--- config.mk ---
export PLATFORM = sky130hd
export DESIGN_NAME = discharge_pulse_gen
export DESIGN_NICKNAME = d
export VERILOG_FILES = /design/src/rtl/fpga_slave_pkg.sv /design/src/rtl/buck_phase_gate.sv /design/src/rtl/discharge_pulse_gen.sv
export SDC_FILE = /design/constraint.sdc
export NUM_CORES = 1
export LEC_CHECK = 0
export ABC_AREA = 1
export BUFFER_PORTS_ARGS = -buffer_cell sky130_fd_sc_hd__buf_4
export CAP_MARGIN = 20
export CORE_MARGIN = 1
export CORE_UTILIZATION = 40
export DETAILED_ROUTE_END_ITERATION = 7
export HOLD_SLACK_MARGIN = 0.1
export PLACE_DENSITY = 0.54
export SLEW_MARGIN = 20
export SYNTH_ARGS = -nofsm -noshare
export SYNTH_HDL_FRONTEND = slang
export SYNTH_SLANG_ARGS = --single-unit
--- constraint.sdc ---
create_clock -name clk -period 16.7 [get_ports clk]
set_input_delay 3.34 -clock clk [delete_from_list [all_inputs] [get_ports clk]]
set_output_delay 3.34 -clock clk [all_outputs]
set_load 0.02 [all_outputs]
--- src/rtl/fpga_slave_pkg.sv ---
// fpga_slave_pkg: shared FSM states, PWM_Q encodings and timing defaults for the discharge sequencer
package fpga_slave_pkg;
    typedef enum logic [1:0] {ST_IDLE, ST_PRECHARGE, ST_TON, ST_TOFF} dpg_state_t;
    typedef enum logic [1:0] {Q_OFF = 2'b00, Q_DISCH = 2'b01, Q_FREEWHEEL = 2'b10} pwm_q_t;
    localparam int TICKS_PER_US_DEF      = 100;
    localparam int BUCK_PERIOD_DEF       = 400;
    localparam int DEADTIME_DEF          = 20;
    localparam int PRECHARGE_PERIODS_DEF = 4;
    function automatic logic [15:0] clamp16(input logic [15:0] v, input logic [15:0] lim);
        return v > lim ? lim : v;
    endfunction
endpackage

--- src/rtl/buck_phase_gate.sv ---
// buck_phase_gate: registered high/low-side gate pair for one interleaved buck phase
module buck_phase_gate import fpga_slave_pkg::*; #(
    parameter int BUCK_PERIOD = BUCK_PERIOD_DEF,
    parameter int DEADTIME    = DEADTIME_DEF
) (
    input  logic        clk,
    input  logic        rst,
    input  logic [15:0] t,
    input  logic [15:0] chg,
    input  logic        en,
    output logic        hi,
    output logic        lo
);
    logic [16:0] lo_start;
    assign lo_start = {1'b0, chg} + 17'(DEADTIME);
    always_ff @(posedge clk) begin
        if (rst) begin
            hi <= 1'b0;
            lo <= 1'b0;
        end else begin
            hi <= en && t < chg;
            lo <= en && {1'b0, t} >= lo_start && t < 16'(BUCK_PERIOD - DEADTIME);
        end
    end
endmodule

--- src/rtl/discharge_pulse_gen.sv ---
// discharge_pulse_gen: discharge pulse sequencer driving a 4-phase interleaved buck and the gap switches
module discharge_pulse_gen import fpga_slave_pkg::*; #(
    parameter int TICKS_PER_US      = TICKS_PER_US_DEF,
    parameter int BUCK_PERIOD       = BUCK_PERIOD_DEF,
    parameter int DEADTIME          = DEADTIME_DEF,
    parameter int PRECHARGE_PERIODS = PRECHARGE_PERIODS_DEF
) (
    input  logic        clk,
    input  logic        rst,
    input  logic        is_machine,
    input  logic [15:0] Ton_data,
    input  logic [15:0] Toff_data,
    input  logic [15:0] Ip_data,
    input  logic [15:0] inductor_charging_time,
    output logic [15:0] timer_buck_4us_0,
    output logic [15:0] i_set,
    output logic [7:0]  PWM,
    output logic [1:0]  PWM_Q,
    output logic        pulse_active
);
    localparam logic [15:0] CHG_MAX   = 16'(BUCK_PERIOD - 2 * DEADTIME);
    localparam logic [15:0] LAST_TICK = 16'(BUCK_PERIOD - 1);
    localparam logic [31:0] PRE_LEN   = 32'(PRECHARGE_PERIODS * BUCK_PERIOD);

    dpg_state_t  state, state_nxt;
    pwm_q_t      q_nxt;
    logic [15:0] timer, timer_nxt, chg, chg_nxt;
    logic [31:0] cnt, cnt_nxt, ton_t, toff_t;
    logic        wrap, params_ok, relatch, en_nxt;

    assign wrap             = timer == LAST_TICK;
    assign timer_nxt        = wrap ? '0 : timer + 16'd1;
    assign chg_nxt          = wrap ? clamp16(inductor_charging_time, CHG_MAX) : chg;
    assign params_ok        = is_machine && Ton_data != '0 && Toff_data != '0;
    assign en_nxt           = state_nxt == ST_PRECHARGE || state_nxt == ST_TON;
    assign cnt_nxt          = state_nxt != state ? '0 : cnt + 32'd1;
    assign timer_buck_4us_0 = timer;

    always_comb begin
        state_nxt = state;
        relatch   = 1'b0;
        unique case (state)
            ST_IDLE: if (params_ok && wrap) begin
                state_nxt = ST_PRECHARGE;
                relatch   = 1'b1;
            end
            ST_PRECHARGE: if (cnt == PRE_LEN - 32'd1) state_nxt = ST_TON;
            ST_TON: if (cnt == ton_t - 32'd1) state_nxt = ST_TOFF;
            ST_TOFF: if (cnt >= toff_t - 32'd1) begin
                if (!params_ok) state_nxt = ST_IDLE;
                else if (wrap) begin
                    state_nxt = ST_PRECHARGE;
                    relatch   = 1'b1;
                end
            end
        endcase
        if (!is_machine) state_nxt = ST_IDLE;
    end

    // entering TON or TOFF spends one cycle with both gap switches open
    assign q_nxt = state_nxt == ST_PRECHARGE ? Q_FREEWHEEL :
                   state_nxt != state        ? Q_OFF :
                   state == ST_TON           ? Q_DISCH :
                   state == ST_TOFF          ? Q_FREEWHEEL : Q_OFF;

    always_ff @(posedge clk) begin
        if (rst) begin
            state        <= ST_IDLE;
            timer        <= '0;
            chg          <= '0;
            cnt          <= '0;
            ton_t        <= '0;
            toff_t       <= '0;
            i_set        <= '0;
            PWM_Q        <= Q_OFF;
            pulse_active <= 1'b0;
        end else begin
            state        <= state_nxt;
            timer        <= timer_nxt;
            chg          <= chg_nxt;
            cnt          <= cnt_nxt;
            i_set        <= state_nxt == ST_IDLE ? '0 : relatch ? Ip_data : i_set;
            PWM_Q        <= q_nxt;
            pulse_active <= en_nxt;
            if (relatch) begin
                ton_t  <= 32'(Ton_data) * 32'(TICKS_PER_US);
                toff_t <= 32'(Toff_data) * 32'(TICKS_PER_US);
            end
        end
    end

    for (genvar g = 0; g < 4; g++) begin : g_phase
        logic [15:0] sum, t;
        assign sum = timer_nxt + 16'(BUCK_PERIOD - g * BUCK_PERIOD / 4);
        assign t   = sum >= 16'(BUCK_PERIOD) ? sum - 16'(BUCK_PERIOD) : sum;
        buck_phase_gate #(
            .BUCK_PERIOD(BUCK_PERIOD),
            .DEADTIME(DEADTIME)
        ) u_gate (
            .clk(clk),
            .rst(rst),
            .t(t),
            .chg(chg_nxt),
            .en(en_nxt),
            .hi(PWM[2*g]),
            .lo(PWM[2*g+1])
        );
    end
endmodule

# After elaboration in Yosys (flattened, before gate mapping)
# Index checks and enable logic that the tools add are counted.
classes:
  n_addsub: 13
  multipliers: 2
  n_div: 0
  magnitude_cmp: 18
  n_eq_ne: 9
  shift: 0
  mux: 24
  bitwise_logic: 0
  n_reduce_logical: 23
ops:
  columns: ["operator", "n"]
  rows:
  - ["two-way mux 16 bit", 7]
  - [">= comparator 16 x 17 -> 1 bit", 4]
  - [">= comparator 16 x 9 -> 1 bit (second input constant)", 4]
  - ["less-than comparator 16 bit", 4]
  - ["less-than comparator 16 x 9 -> 1 bit (second input constant)", 4]
  - ["subtractor 16 x 9 -> 16 bit (second input constant)", 4]
  - ["subtractor 23 x 1 -> 24 bit (second input constant)", 2]
  - ["multiplier 16 x 5 -> 21 bit (second input constant)", 2]
  - ["adder 16 x 9 -> 16 bit (second input constant)", 2]
  - ["adder 32 x 1 -> 32 bit (second input constant)", 1]
  - ["equality test 32 x 11 -> 1 bit (second input constant)", 1]
  - ["equality test 32 bit", 1]
  - [">= comparator 32 bit", 1]
  - ["nonzero test 16 bit", 2]
  - ["two-way mux 2 bit", 11]
  - ["adder 16 x 5 -> 17 bit (second input constant)", 1]
  - ["adder 16 x 1 -> 16 bit (second input constant)", 1]
  - ["adder 16 x 7 -> 16 bit (second input constant)", 1]
  - ["adder 16 x 8 -> 16 bit (second input constant)", 1]
  - ["equality test 16 x 9 -> 1 bit (second input constant)", 1]
  - ["> comparator 16 x 9 -> 1 bit (second input constant)", 1]
  - ["logical AND 1 bit", 15]
  - ["case mux 2 bit (4 select lines)", 1]
  - ["equality test 2 bit (second input constant)", 3]
  - ["8 further kinds", 14]
totals:
  reg_bits: 135
  latchBits: 0
  ramBits: 0
  romBits: 0
  in_bits: 67
  out_inout_bits: 43
  elab_cells: 107
  n_memories: 0

# Longest topological paths before layout
# Gate-level depths: netlist of the first run.
logic_depth:
  word_depth: 11
  mapped_depth: 44
  mapped_depth_nobuf: 42

# By module
# From an unflattened synthesis of the first run, not the netlist that was laid out.
hier_totals:
  cells_unflattened: 2699
  hier_area_um2: 18046.1
modules_own_cells:
  columns: ["mod", "n_inst", "cells_each", "area_each_um2", "seq_area_each_um2"]
  rows:
  - ["discharge_pulse_gen", 1, 2023, 13506.7, 2542.4]
  - ["buck_phase_gate", 4, 169, 1134.8, 40.0]

# Worst setup path after synthesis of the first run
# OpenSTA, ideal clock, no wires.
synth_path:
  kind: "input to register"
  start: "input inductor_charging_time[11]"
  end: "register g_phase[0].u_gate.lo"
  setup_ns: 0.109
  arrival_time_ns: 6.456
  t_required_ns: 16.591
  setup_slack_ns: 10.135
  cell_stages: 32
  path_buffers: 0
  path_cell_list: "nor3_1 nand3_1 nor2_1 inv_1 nand2_1 inv_1 nor3_1 a21oi_1 inv_1 ha_1 inv_1 nand3_1 nand2_1 nor2_1 nand2_1 xnor2_1 ha_1 nand2_1 nor2_1 a211oi_1 a21boi_0 o21ai_0 nand2_1 nand2_1 nand2_1 nor2_1 nand2_1 nor2_1 nand3_1 nor2_1 nand2_1 inv_1"
synth_between:
  elab_chain_len: 7
synth_lines:
  columns: ["element", "line_no", "text"]
  rows:
  - ["start: declaration", "discharge_pulse_gen.sv:14", "input logic [15:0] inductor_charging_time,"]
  - ["> comparator 16 x 9 -> 1 bit", "fpga_slave_pkg.sv:10", "return v > lim ? lim : v;"]
  - ["two-way mux 16 bit", "fpga_slave_pkg.sv:10", null]
  - ["two-way mux 16 bit", "discharge_pulse_gen.sv:33", "assign chg_nxt = wrap ? clamp16(inductor_charging_time, CHG_MAX) : chg;"]
  - ["net chg_nxt[2]", "discharge_pulse_gen.sv:27", "logic [15:0] timer, timer_nxt, chg, chg_nxt;"]
  - ["adder 16 x 5 -> 17 bit", "buck_phase_gate.sv:15", "assign lo_start = {1'b0, chg} + 17'(DEADTIME);"]
  - [">= comparator 16 x 17 -> 1 bit", "buck_phase_gate.sv:22", "lo <= en && {1'b0, t} >= lo_start && t < 16'(BUCK_PERIOD - DEADTIME);"]
  - ["logical AND 1 bit (2 in a row)", "buck_phase_gate.sv:22", null]
  - ["end signal: assignment", "buck_phase_gate.sv:22", null]
  - ["end: declaration", "buck_phase_gate.sv:12", "output logic lo"]
# The timed path passes the listed nets, and every way through them passes these cells.
# A chain may end at the register's enable or synchronous reset.

# Final worst setup path of the first run
layout_path:
  start: "input inductor_charging_time[11]"
  end: "register g_phase[0].u_gate.lo"
layout_between:
  elab_chain_len: 7
layout_lines:
  columns: ["element", "line_no"]
  rows:
  - ["> comparator 16 x 9 -> 1 bit", "fpga_slave_pkg.sv:10"]
  - ["two-way mux 16 bit (*)", "fpga_slave_pkg.sv:10"]
  - ["two-way mux 16 bit (*)", "discharge_pulse_gen.sv:33"]
  - ["adder 16 x 5 -> 17 bit (*)", "buck_phase_gate.sv:15"]
  - [">= comparator 16 x 17 -> 1 bit (*)", "buck_phase_gate.sv:22"]
  - ["logical AND 1 bit (*) (2 in a row)", "buck_phase_gate.sv:22"]
# Mark *: on every way between the ends. The rest lies on a longest branch, timed or not.

==> results by group, run 1 <==
Synthesis
  – Adder-cell share of the synthesized area: 0.243
  – Sequential share of the synthesized area: 0.159
  – Yosys warnings: 0
  – Synth unique cells: 58
  – #FFs+latches synth: 135
  – Asr flop ratio synth: 0
  – Dominant synthesized flop cell: dfxtp_1
  – Synth area leader: ha_1
  – Share of the synthesized area in the top cell type: 0.217
  – Mapped Area: 17000 sq um
  – Average size of a mapped cell: 6.82 sq um
  – Synth Area in XOR/XNOR: 0.0816
  – Area contributors post-synth: ha_1 22%, dfxtp_1 16%, nand2_1 10%
  – Post-Syn Instances: 2486
  – Post-synth EDFFs: 0
  – Compound-gate portion of the synthesized area: 0.108
  – Simple logic cell fraction of the synthesized area: 0.308
  – Multiplexer share of the synthesized area: 0
  – Synth Net Count: 2869
  – Main combinational cell family by area after synthesis: simple AND/OR/NAND/NOR gates

Pwr
  – Pleak: 10.1 nW
  – Pwr/cell area: 51.4 nW/um^2
  – Total power: 969 uW
  – Peak VDD IR: 0.0000656 V

Die
  – Core Area: 41900 sq um
  – Site Rows: 75
  – IO Pins: 110
  – Die H: 208 um
  – Initial Util: 0.405
  – Die Area: 43200 sq um
  – DIE WIDTH: 208 um

Setup path
  – Stages on the worst setup path: 32
  – Worst r2r path cells: 40
  – CP delay by family, top: simple AND/OR/NAND/NOR gates
  – Buffers and inverters on the worst path: 5
  – Worst r2r src: timer_buck_4us_0[0]
  – Worst R2R Setup Slack: 10.56 ns
  – Worst Path Max Fanout: 5
  – Critical path class: primary input to register
  – CP endpoint: g_phase[0].u_gate.lo
  – Slowest stage delay, CP: 0.44 ns
  – Worst EP arrival: 7.43 ns
  – Worst Setup SP: inductor_charging_time[11]
  – Worst setup EP type: register
  – Element type at the critical path start: primary input
  – CP max stage cell: xor2_1
  – Crit-path most repeated cell: nand2_1
  – Required @ worst endpoint: 17.08 ns
  – FF-to-FF End: g_phase[1].u_gate.lo

GRT
  – Largest net degree at the start of global routing: 67
  – Initial antenna violation count: 1
  – GRT Overall Usage: 0.237
  – Remaining global-route overflow: 0
  – First-pass GRT wire length: 81100 um
  – Vias in the first global route: 15300

Detailed routing
  – Drt drc: 0
  – Routed Antenna Nets: 0
  – Via count: 16000
  – DRT Wirelength: 50400 um
  – Wire per inst: 16.1 um
  – DR pass1 iterations: 5
  – First-iteration detailed-routing DRC count: 1078
  – Via density per instance: 5.11

Timing
  – Slew headroom: 0.361
  – Fmax: 142 MHz
  – Clock Skews: 0.0103 ns
  – Final Setup Violations: 0
  – Hold Vio Cnt, Final: 0
  – Min cycle time layout: 7.05 ns
  – Max-slew violations: 0
  – Final worst-path cycle share: 0.422
  – Setup_tns: 0 ns
  – Unrepaired setup endpoints after global routing: no
  – Slew @ Worst Pin: 0.956 ns

Place
  – Final GP Congestion: 0.947
  – IO buf count: 109
  – HPWL Detailed: 42000 um
  – Dpl cell area: 18300 sq um
  – Placed Cells: 3101

Final layout
  – Area Growth Syn to Fin: 11.2%
  – Final instance area: 18900 sq um
  – Final Instance Count excl. Fillers: 3133
  – Layout Nets: 2964
  – Layout cells sized above 1: 0.106
  – Antenna Diode Count: 0

Run status
  – Status: finished clean

Clock network
  – Number of clock sinks: 135
  – Post-CTS Hold Buffers: 0
  – PostCTS Resize Cnt: 0
  – Clock Latency Late Sink: 0.48 ns
  – Clock buffer depth: 2
  – H-tree Lvls: 4
  – Total CTS buffers: 17
  – CTS tree: built
  – Worst-path clk slew: 0.07 ns
  – Post-CTS setup buffer count: 0
  – Root buf cell: clkbuf_16

Min path
  – Class of the worst hold path: register to register
  – Worst Hold Launch: cnt[0]

Run
  – MaxCap Viol Count: 0
cells in the final DEF, fill, tap and decap left out, drive strengths merged, types with 37 or more instances in the layout:
master  netlist  final
inv         385    389
ha          294    294
a21oi       134    134
nand4        62     62
nor2        357    357
nand3       146    146
nand2       506    506
buf          19    117
dfxtp       135    135
xnor2        37     37
o21ai       104    104
nor3         39     39
xor2        112    112
power breakdown:
part / internal [mW] / leakage, nW / switching [mW]
combinational: 0.100 / 8.73 / 0.148
sequential: 0.323 / 1.09 / 0.00180
clock: 0.224 / 0.285 / 0.171
worst min-delay path by stage:
stage / cells past startpoint / end / slack [ns]
after floorplan: 1 / cnt[0] / 0.42
after global placement: 1 / cnt[0] / 0.43
after detailed placement: 1 / cnt[0] / 0.44
after CTS: 1 / cnt[0] / 0.45
after global routing: 1 / cnt[0] / 0.47
final: 1 / cnt[0] / 0.45
cell families (layout without fill, tap and decap cells):
kind of cell,count (synthesis),count (layout)
adders and majority gates,316,316
buffers and inverters,426,534
DFF,135,135
AOI/OAI and AO/OA,320,320
xor gates and xnor gates,150,150
and+or+nand+nor,1139,1139
layout make-up:
class                   instances  area [sq um]
well taps                     539           674
flip-flops and latches        135          2700
fillers                      4420         23000
repair buffers                117           878
clock inverters                14           149
multi-input cells            1925         12600
clock buffers                  18           439
inverters                     385          1450
metrics by stage:
| step | hold WS [ns] | setup slack, ns | utilization |
|---|---|---|---|
| global placement | 0.431 | 9.28 | 0.437 |
| global route | 0.472 | 9.09 | 0.451 |
| detailed placement | 0.440 | 9.21 | 0.437 |
| floorplan | 0.418 | 10.13 | - |
| finish | 0.449 | 9.65 | 0.451 |
| CTS | 0.455 | 9.71 | 0.451 |
Yosys cell counts, drive strengths merged, types with 2 or more instances:
| master | number |
|---|---|
| ha | 294 |
| nor2 | 357 |
| and3 | 2 |
| or3 | 2 |
| nor4 | 16 |
| o211ai | 10 |
| xnor2 | 37 |
| o21a | 5 |
| or2 | 5 |
| a21boi | 3 |
| nand2 | 506 |
| dfxtp | 135 |
| inv | 385 |
| fa | 22 |
| o21bai | 4 |
| nand3b | 2 |
| nor3 | 39 |
| buf | 19 |
| xor2 | 112 |
| clkbuf | 22 |
| a21oi | 134 |
| nand4 | 62 |
| a211oi | 21 |
| a21o | 6 |
| nand3 | 146 |
| a31oi | 11 |
| o31ai | 5 |
| o221ai | 4 |
| and2 | 2 |
| o2111ai | 6 |
| a211o | 3 |
| o21ai | 104 |
sequential cells by signal, indices dropped and copies added (netlist names):
register,flops
cnt,32
toff_t,21
ton_t,21
chg,16
i_set,16
timer_buck_4us_0,16
g_phase.u_gate.hi,4
g_phase.u_gate.lo,4
PWM_Q,2
state,2
pulse_active,1
per-layer routing:
layer / routed length (um) / up-vias / track usage
met5: 12 / - / 0
met4: 1030 / 2 / 0.0741
met3: 2360 / 59 / 0.0402
met2: 22000 / 348 / 0.374
met1: 25000 / 7279 / 0.328
li1: - / 8324 / -
Power figures use the tool's default switching activity.
==> run 2: changes to the inputs <==
--- a/config.mk
+++ b/config.mk
@@ -12,7 +12,7 @@
 export CORE_UTILIZATION = 40
 export DETAILED_ROUTE_END_ITERATION = 7
 export HOLD_SLACK_MARGIN = 0.1
-export PLACE_DENSITY = 0.54
+export PLACE_DENSITY = 0.56
 export SLEW_MARGIN = 20
 export SYNTH_ARGS = -nofsm -noshare
 export SYNTH_HDL_FRONTEND = slang
==> constraint.sdc (replaced) <==
create_clock -name clk -period 6.21 [get_ports clk]
set_input_delay 1.242 -clock clk [delete_from_list [all_inputs] [get_ports clk]]
set_output_delay 1.242 -clock clk [all_outputs]
set_load 0.02 [all_outputs]
==> run 2 against run 1 <==
Effect of this change: sequential share of layout area shrank 0.062 points; critical path depth grew 2; clock power increased to 2.6 times the previous value; count of clock-buffer cells in the layout is 3 higher; critical endpoint unchanged; via count up 0.61%; flip-flop and latch count unchanged; largest power group unchanged; routed wire length rose by 2.0%; core utilization is 0.19 points higher.
==> results by group, run 2 (synthesis gave the netlist of run 1 again) <==
GRT
  – First-pass GRT wire length: 83200 um
  – Initial antenna violation count: 0
  – GRT Overall Usage: 0.243
  – Vias in the first global route: 15500
  – Remaining global-route overflow: 0
  – Largest net degree at the start of global routing: 76

Final layout
  – Antenna Diode Count: 0
  – Post-layout util: 0.452
  – Most common cell after layout, fill and taps aside: nand2_1
  – Layout cells sized above 1: 0.110
  – Area Growth Syn to Fin: 11.7%
  – Most frequent cells in the layout: 468 x nand2_1, 368 x inv_1, 318 x nor2_1, 294 x ha_1, 135 x dfxtp_1
  – Reg with most FFs: cnt
  – Final Instance Count excl. Fillers: 3142
  – Largest registers: cnt (32), toff_t (21), ton_t (21)
  – Layout Nets: 2974
  – Largest register FFs: 32

Die
  – Die Area: 43200 sq um
  – Site Rows: 75
  – Die H: 208 um
  – IO Pins: 110
  – Core Area: 41900 sq um
  – Initial Util: 0.405
  – DIE WIDTH: 208 um

Clock network
  – Clock buffer depth: 2
  – Post-CTS Hold Buffers: 0
  – Worst-path clk slew: 0.06 ns
  – Number of clock sinks: 135
  – H-tree Lvls: 4
  – CTS tree: built
  – Clock Latency Late Sink: 0.48 ns
  – Total CTS buffers: 17
  – Root buf cell: clkbuf_16

Pwr
  – Peak VDD IR: 0.000162 V
  – Pleak: 10.2 nW
  – Total power: 2.57 mW
  – Pwr/cell area: 136 nW/um^2

Timing
  – Min cycle time layout: 5.70 ns
  – Clock Skews: 0.0135 ns
  – Final WS setup: 0.510 ns
  – Slew @ Worst Pin: 0.976 ns
  – Fmax: 175 MHz
  – Setup_tns: 0 ns
  – Hold Vio Cnt, Final: 0
  – Slew headroom: 0.348
  – Unrepaired setup endpoints after global routing: no
  – Max-slew violations: 0
  – Final Setup Violations: 0
  – Final worst-path cycle share: 0.918

Detailed routing
  – Via count: 16100
  – DR pass1 iterations: 5
  – Drt drc: 0
  – Routed Antenna Nets: 0
  – First-iteration detailed-routing DRC count: 1058
  – DRT Wirelength: 51400 um
  – Wire per inst: 16.4 um
  – Via density per instance: 5.13

Run
  – MaxCap Viol Count: 0

Setup path
  – Worst r2r path cells: 34
  – Worst R2R Setup Slack: 0.51 ns
  – Worst setup EP type: register
  – Worst r2r src: timer_buck_4us_0[0]
  – Worst Setup SP: timer_buck_4us_0[0]
  – Worst EP arrival: 6.12 ns
  – Slowest stage delay, CP: 0.45 ns
  – Worst Path Max Fanout: 20
  – CP endpoint: g_phase[0].u_gate.lo
  – Required @ worst endpoint: 6.63 ns
  – Element type at the critical path start: register
  – Critical path class: register to register
  – FF-to-FF End: g_phase[0].u_gate.lo
  – Crit-path most repeated cell: nand2_1
  – CP max stage cell: nand3_2

Place
  – HPWL Detailed: 42800 um
  – Final GP Congestion: 0.954
  – Placed Cells: 3106
  – IO buf count: 109
  – Dpl ws: 0.363 ns

Run status
  – Status: finished clean

Min path
  – Class of the worst hold path: register to register
run 2: cell count changes in the layout (fill, tap and decap cells not counted), moves of 2 or more:
cell,change
clkbuf_1,+2
clkinvlp_4,-3
nor3_2,+2
nor3_1,-2
inv_6,-3
clkinv_2,+3
buf_4,+9
run 2: through the flow:
step	instance area [sq um]	hold WS [ns]
2_1_floorplan	17000	0.418
3_3_place_gp	18300	0.427
3_5_place_dp	18300	0.448
4_1_cts	18900	0.457
5_1_grt	18900	0.492
6_report	18900	0.452
run 2: per-layer routing:
layer | share of wire | wire, um | GRT usage
met3 | 0.047 | 2420 | 0.0407
met1 | 0.50 | 25900 | 0.340
met2 | 0.43 | 22100 | 0.378
met4 | 0.020 | 1040 | 0.0751
met5 | 0 | 0 | 0
run 2: critical path: cells and delay by family, from the launching register on:
kind                     cells  cell delay, ns
AND/OR/NAND/NOR             23            2.96
XOR/XNOR                     2            0.58
flip-flops                   1            0.39
AO/OA/AOI/OAI                3            0.57
buffers and inverters        4            0.60
adder cells (fa/ha/maj)      2            0.56
run 2: worst min-delay path by stage:
stage                 from  cells past startpoint  slack [ns]     end
floorplan           cnt[0]                      1        0.42  cnt[0]
global placement    cnt[0]                      1        0.43  cnt[0]
detailed placement  cnt[0]                      1        0.45  cnt[0]
CTS                 cnt[0]                      1        0.46  cnt[0]
global route        chg[0]                      2        0.49  chg[0]
finish              cnt[0]                      1        0.45  cnt[0]
run 2: final cells by class:
type	count	area (sq um)
Clock buffer	21	460
Clock inverter	10	104
Fill cell	4372	22900
Inverter	385	1450
Multi-Input combinational cell	1925	12600
Sequential cell	135	2700
Tap cell	539	674
Timing Repair Buffer	127	966
run 2: timing repair:
item | 4_1_cts | 5_1_grt
buffers inserted | 0 | 5
setup endpoints to repair | 0 | 6
resized for setup | 0 | 5
run 2: report_power, final:
group	internal, mW	leakage [nW]	total (mW)	switching, mW
logic	0.269	8.78	0.672	0.403
registers	0.870	1.09	0.874	0.00441
clock network	0.603	0.286	1.02	0.421
total	1.74	10.2	2.57	0.828
==> run 3: changes to the inputs <==
--- a/config.mk
+++ b/config.mk
@@ -9,10 +9,10 @@
 export BUFFER_PORTS_ARGS = -buffer_cell sky130_fd_sc_hd__buf_4
 export CAP_MARGIN = 20
 export CORE_MARGIN = 1
-export CORE_UTILIZATION = 40
+export CORE_UTILIZATION = 53
 export DETAILED_ROUTE_END_ITERATION = 7
 export HOLD_SLACK_MARGIN = 0.1
-export PLACE_DENSITY = 0.56
+export PLACE_DENSITY = 0.71
 export SLEW_MARGIN = 20
 export SYNTH_ARGS = -nofsm -noshare
 export SYNTH_HDL_FRONTEND = slang
==> constraint.sdc (replaced) <==
create_clock -name clk -period 4.7 [get_ports clk]
set_input_delay 0.94 -clock clk [delete_from_list [all_inputs] [get_ports clk]]
set_output_delay 0.94 -clock clk [all_outputs]
set_load 0.02 [all_outputs]
==> run 3 against run 2 <==
Effect of this change: the flow now finishes with violations (setup timing); sequential share of layout area down 0.76 points; global-route usage up 6.2 points; die area down 24%; flip-flop and latch count unchanged; critical path depth down 6; hold slack better by 0.019 ns; cell area up 6.2%; worst setup slack worse by 0.78 ns; cell count down 0.35%; critical path type unchanged; maximum frequency up 15%.
==> results by group, run 3 (synthesis gave the netlist of run 1 again) <==
Pwr
  – Pwr/cell area: 170 nW/um^2
  – Pleak: 10.8 nW
  – Peak VDD IR: 0.000257 V

GRT
  – GRT Overall Usage: 0.305
  – Largest net degree at the start of global routing: 54
  – Vias in the first global route: 15700
  – Remaining global-route overflow: 0
  – First-pass GRT wire length: 80000 um
  – Initial antenna violation count: 0

Place
  – Final GP Congestion: 0.964
  – IO buf count: 109
  – HPWL Detailed: 41200 um
  – Placed Cells: 3078
  – Dpl ws: -0.398 ns
  – Dpl cell area: 19100 sq um

Timing
  – Final Setup Violations: 38
  – Final WS setup: -0.269 ns
  – Unrepaired setup endpoints after global routing: yes
  – Final hold slack: 0.471 ns
  – Final worst-path cycle share: 1.06
  – Min cycle time layout: 4.97 ns
  – Clock Skews: 0.0158 ns
  – Max-slew violations: 0
  – Hold Vio Cnt, Final: 0
  – Slew headroom: 0.406
  – Slew @ Worst Pin: 0.890 ns
  – Fmax: 201 MHz

Setup path
  – Element type at the critical path start: register
  – Worst EP arrival: 5.31 ns
  – Slowest stage delay, CP: 0.44 ns
  – Worst Path Max Fanout: 7
  – Required @ worst endpoint: 5.04 ns
  – Critical path class: register to register
  – Worst setup EP type: register
  – Worst r2r src: toff_t[4]
  – FF-to-FF End: g_phase[3].u_gate.hi
  – Crit-path most repeated cell: nand2_1
  – Worst R2R Setup Slack: -0.27 ns
  – Worst r2r path cells: 28
  – CP max stage cell: or3_4

Die
  – Site Rows: 65
  – IO Pins: 110
  – Core Area: 31500 sq um
  – DIE WIDTH: 181 um
  – Initial Util: 0.539
  – Die H: 181 um
  – Die Area: 32700 sq um

Clock network
  – Total CTS buffers: 17
  – Clock Latency Late Sink: 0.45 ns
  – H-tree Lvls: 4
  – Post-CTS Hold Buffers: 0
  – Worst-path clk slew: 0.07 ns
  – Number of clock sinks: 135
  – Root buf cell: clkbuf_16
  – Clock buffer depth: 2
  – CTS tree: built

Final layout
  – Area Growth Syn to Fin: 18.6%
  – Antenna Diode Count: 0
  – Most frequent cells in the layout: 459 x nand2_1, 365 x inv_1, 308 x nor2_1, 282 x ha_1, 242 x buf_4
  – Layout cells sized above 1: 0.170
  – Most common cell after layout, fill and taps aside: nand2_1
  – Reg with most FFs: cnt
  – Largest register FFs: 32
  – Final Instance Count excl. Fillers: 3131
  – Final instance area: 20100 sq um
  – Largest registers: cnt (32), toff_t (21), ton_t (21)
  – Layout Nets: 3099

Detailed routing
  – First-iteration detailed-routing DRC count: 1018
  – DRT met1 WL: 24400 um
  – Met3 wire len: 2740 um
  – Via density per instance: 5.37
  – Via count: 16800
  – Metal2 WL: 22200 um
  – DRT Wirelength: 50200 um
  – Routed Antenna Nets: 0
  – Wire per inst: 16.0 um
  – Top Layer Used: met4
  – DR pass1 iterations: 7
  – Drt drc: 0

Run status
  – Status: finished, violations left
  – Violated checks: setup timing

Min path
  – WHS Endpoint: cnt[0]
  – Worst Hold Launch: cnt[0]
  – Hold Crit Depth: 1
  – Class of the worst hold path: register to register

Run
  – MaxCap Viol Count: 0
run 3: through the flow:
step	utilization	setup TNS, ns	power (mW)
finish	0.639	-6.07	3.43
global route	0.639	-21.89	3.63
CTS	0.631	-0.193	3.44
detailed placement	0.607	-2.47	2.08
global placement	0.607	-1.28	2.06
floorplan	-	0	1.82
run 3: worst max-delay path: cells and delay by family (launching register included):
kind / cells / cell delay [ns]
AND/OR/NAND/NOR: 18 / 2.74
AO/OA/AOI/OAI: 6 / 0.96
adder cells (fa/ha/maj): 2 / 0.51
buffers and inverters: 2 / 0.35
flip-flops: 1 / 0.32
run 3: area by class of cell:
| cell class | instances | area (sq um) |
|---|---|---|
| inverters | 385 | 1460 |
| clock buffers | 19 | 443 |
| well taps | 402 | 503 |
| fillers | 2870 | 11400 |
| clock inverters | 13 | 139 |
| repair buffers | 252 | 2000 |
| multi-input cells | 1925 | 12800 |
| flip-flops and latches | 135 | 2720 |
run 3: how the worst max path moves through the flow:
stage | start | to | slack (ns)
floorplan | timer_buck_4us_0[0] | g_phase[3].u_gate.lo | 0.02
global placement | toff_t[3] | g_phase[2].u_gate.lo | -0.28
detailed placement | toff_t[3] | g_phase[2].u_gate.lo | -0.40
CTS | toff_t[3] | g_phase[0].u_gate.lo | -0.06
global route | toff_t[4] | g_phase[0].u_gate.lo | -0.63
finish | toff_t[4] | g_phase[3].u_gate.hi | -0.27
run 3: per-layer routing:
| layer | track usage | vias up |
|---|---|---|
| met1 | 0.425 | 7734 |
| met5 | 0 | - |
| met3 | 0.0472 | 60 |
| li1 | - | 8570 |
| met4 | 0.0684 | 0 |
| met2 | 0.492 | 465 |
run 3: report_power, final:
part / switching, mW / total (mW) / internal (mW)
Sequential: 0.00597 / 1.15 / 1.15
Combinational: 0.546 / 0.909 / 0.363
Clock: 0.603 / 1.36 / 0.759
run 3: repair_timing:
| action | CTS | global route |
|---|---|---|
| setup buffers | 13 | 6 |
| endpoints found under the setup margin | 25 | 101 |
| hold endpoints to repair | 0 | 0 |
| pin swaps | 10 | 25 |
| gates resized for setup | 23 | 27 |
| gates cloned | 0 | 2 |
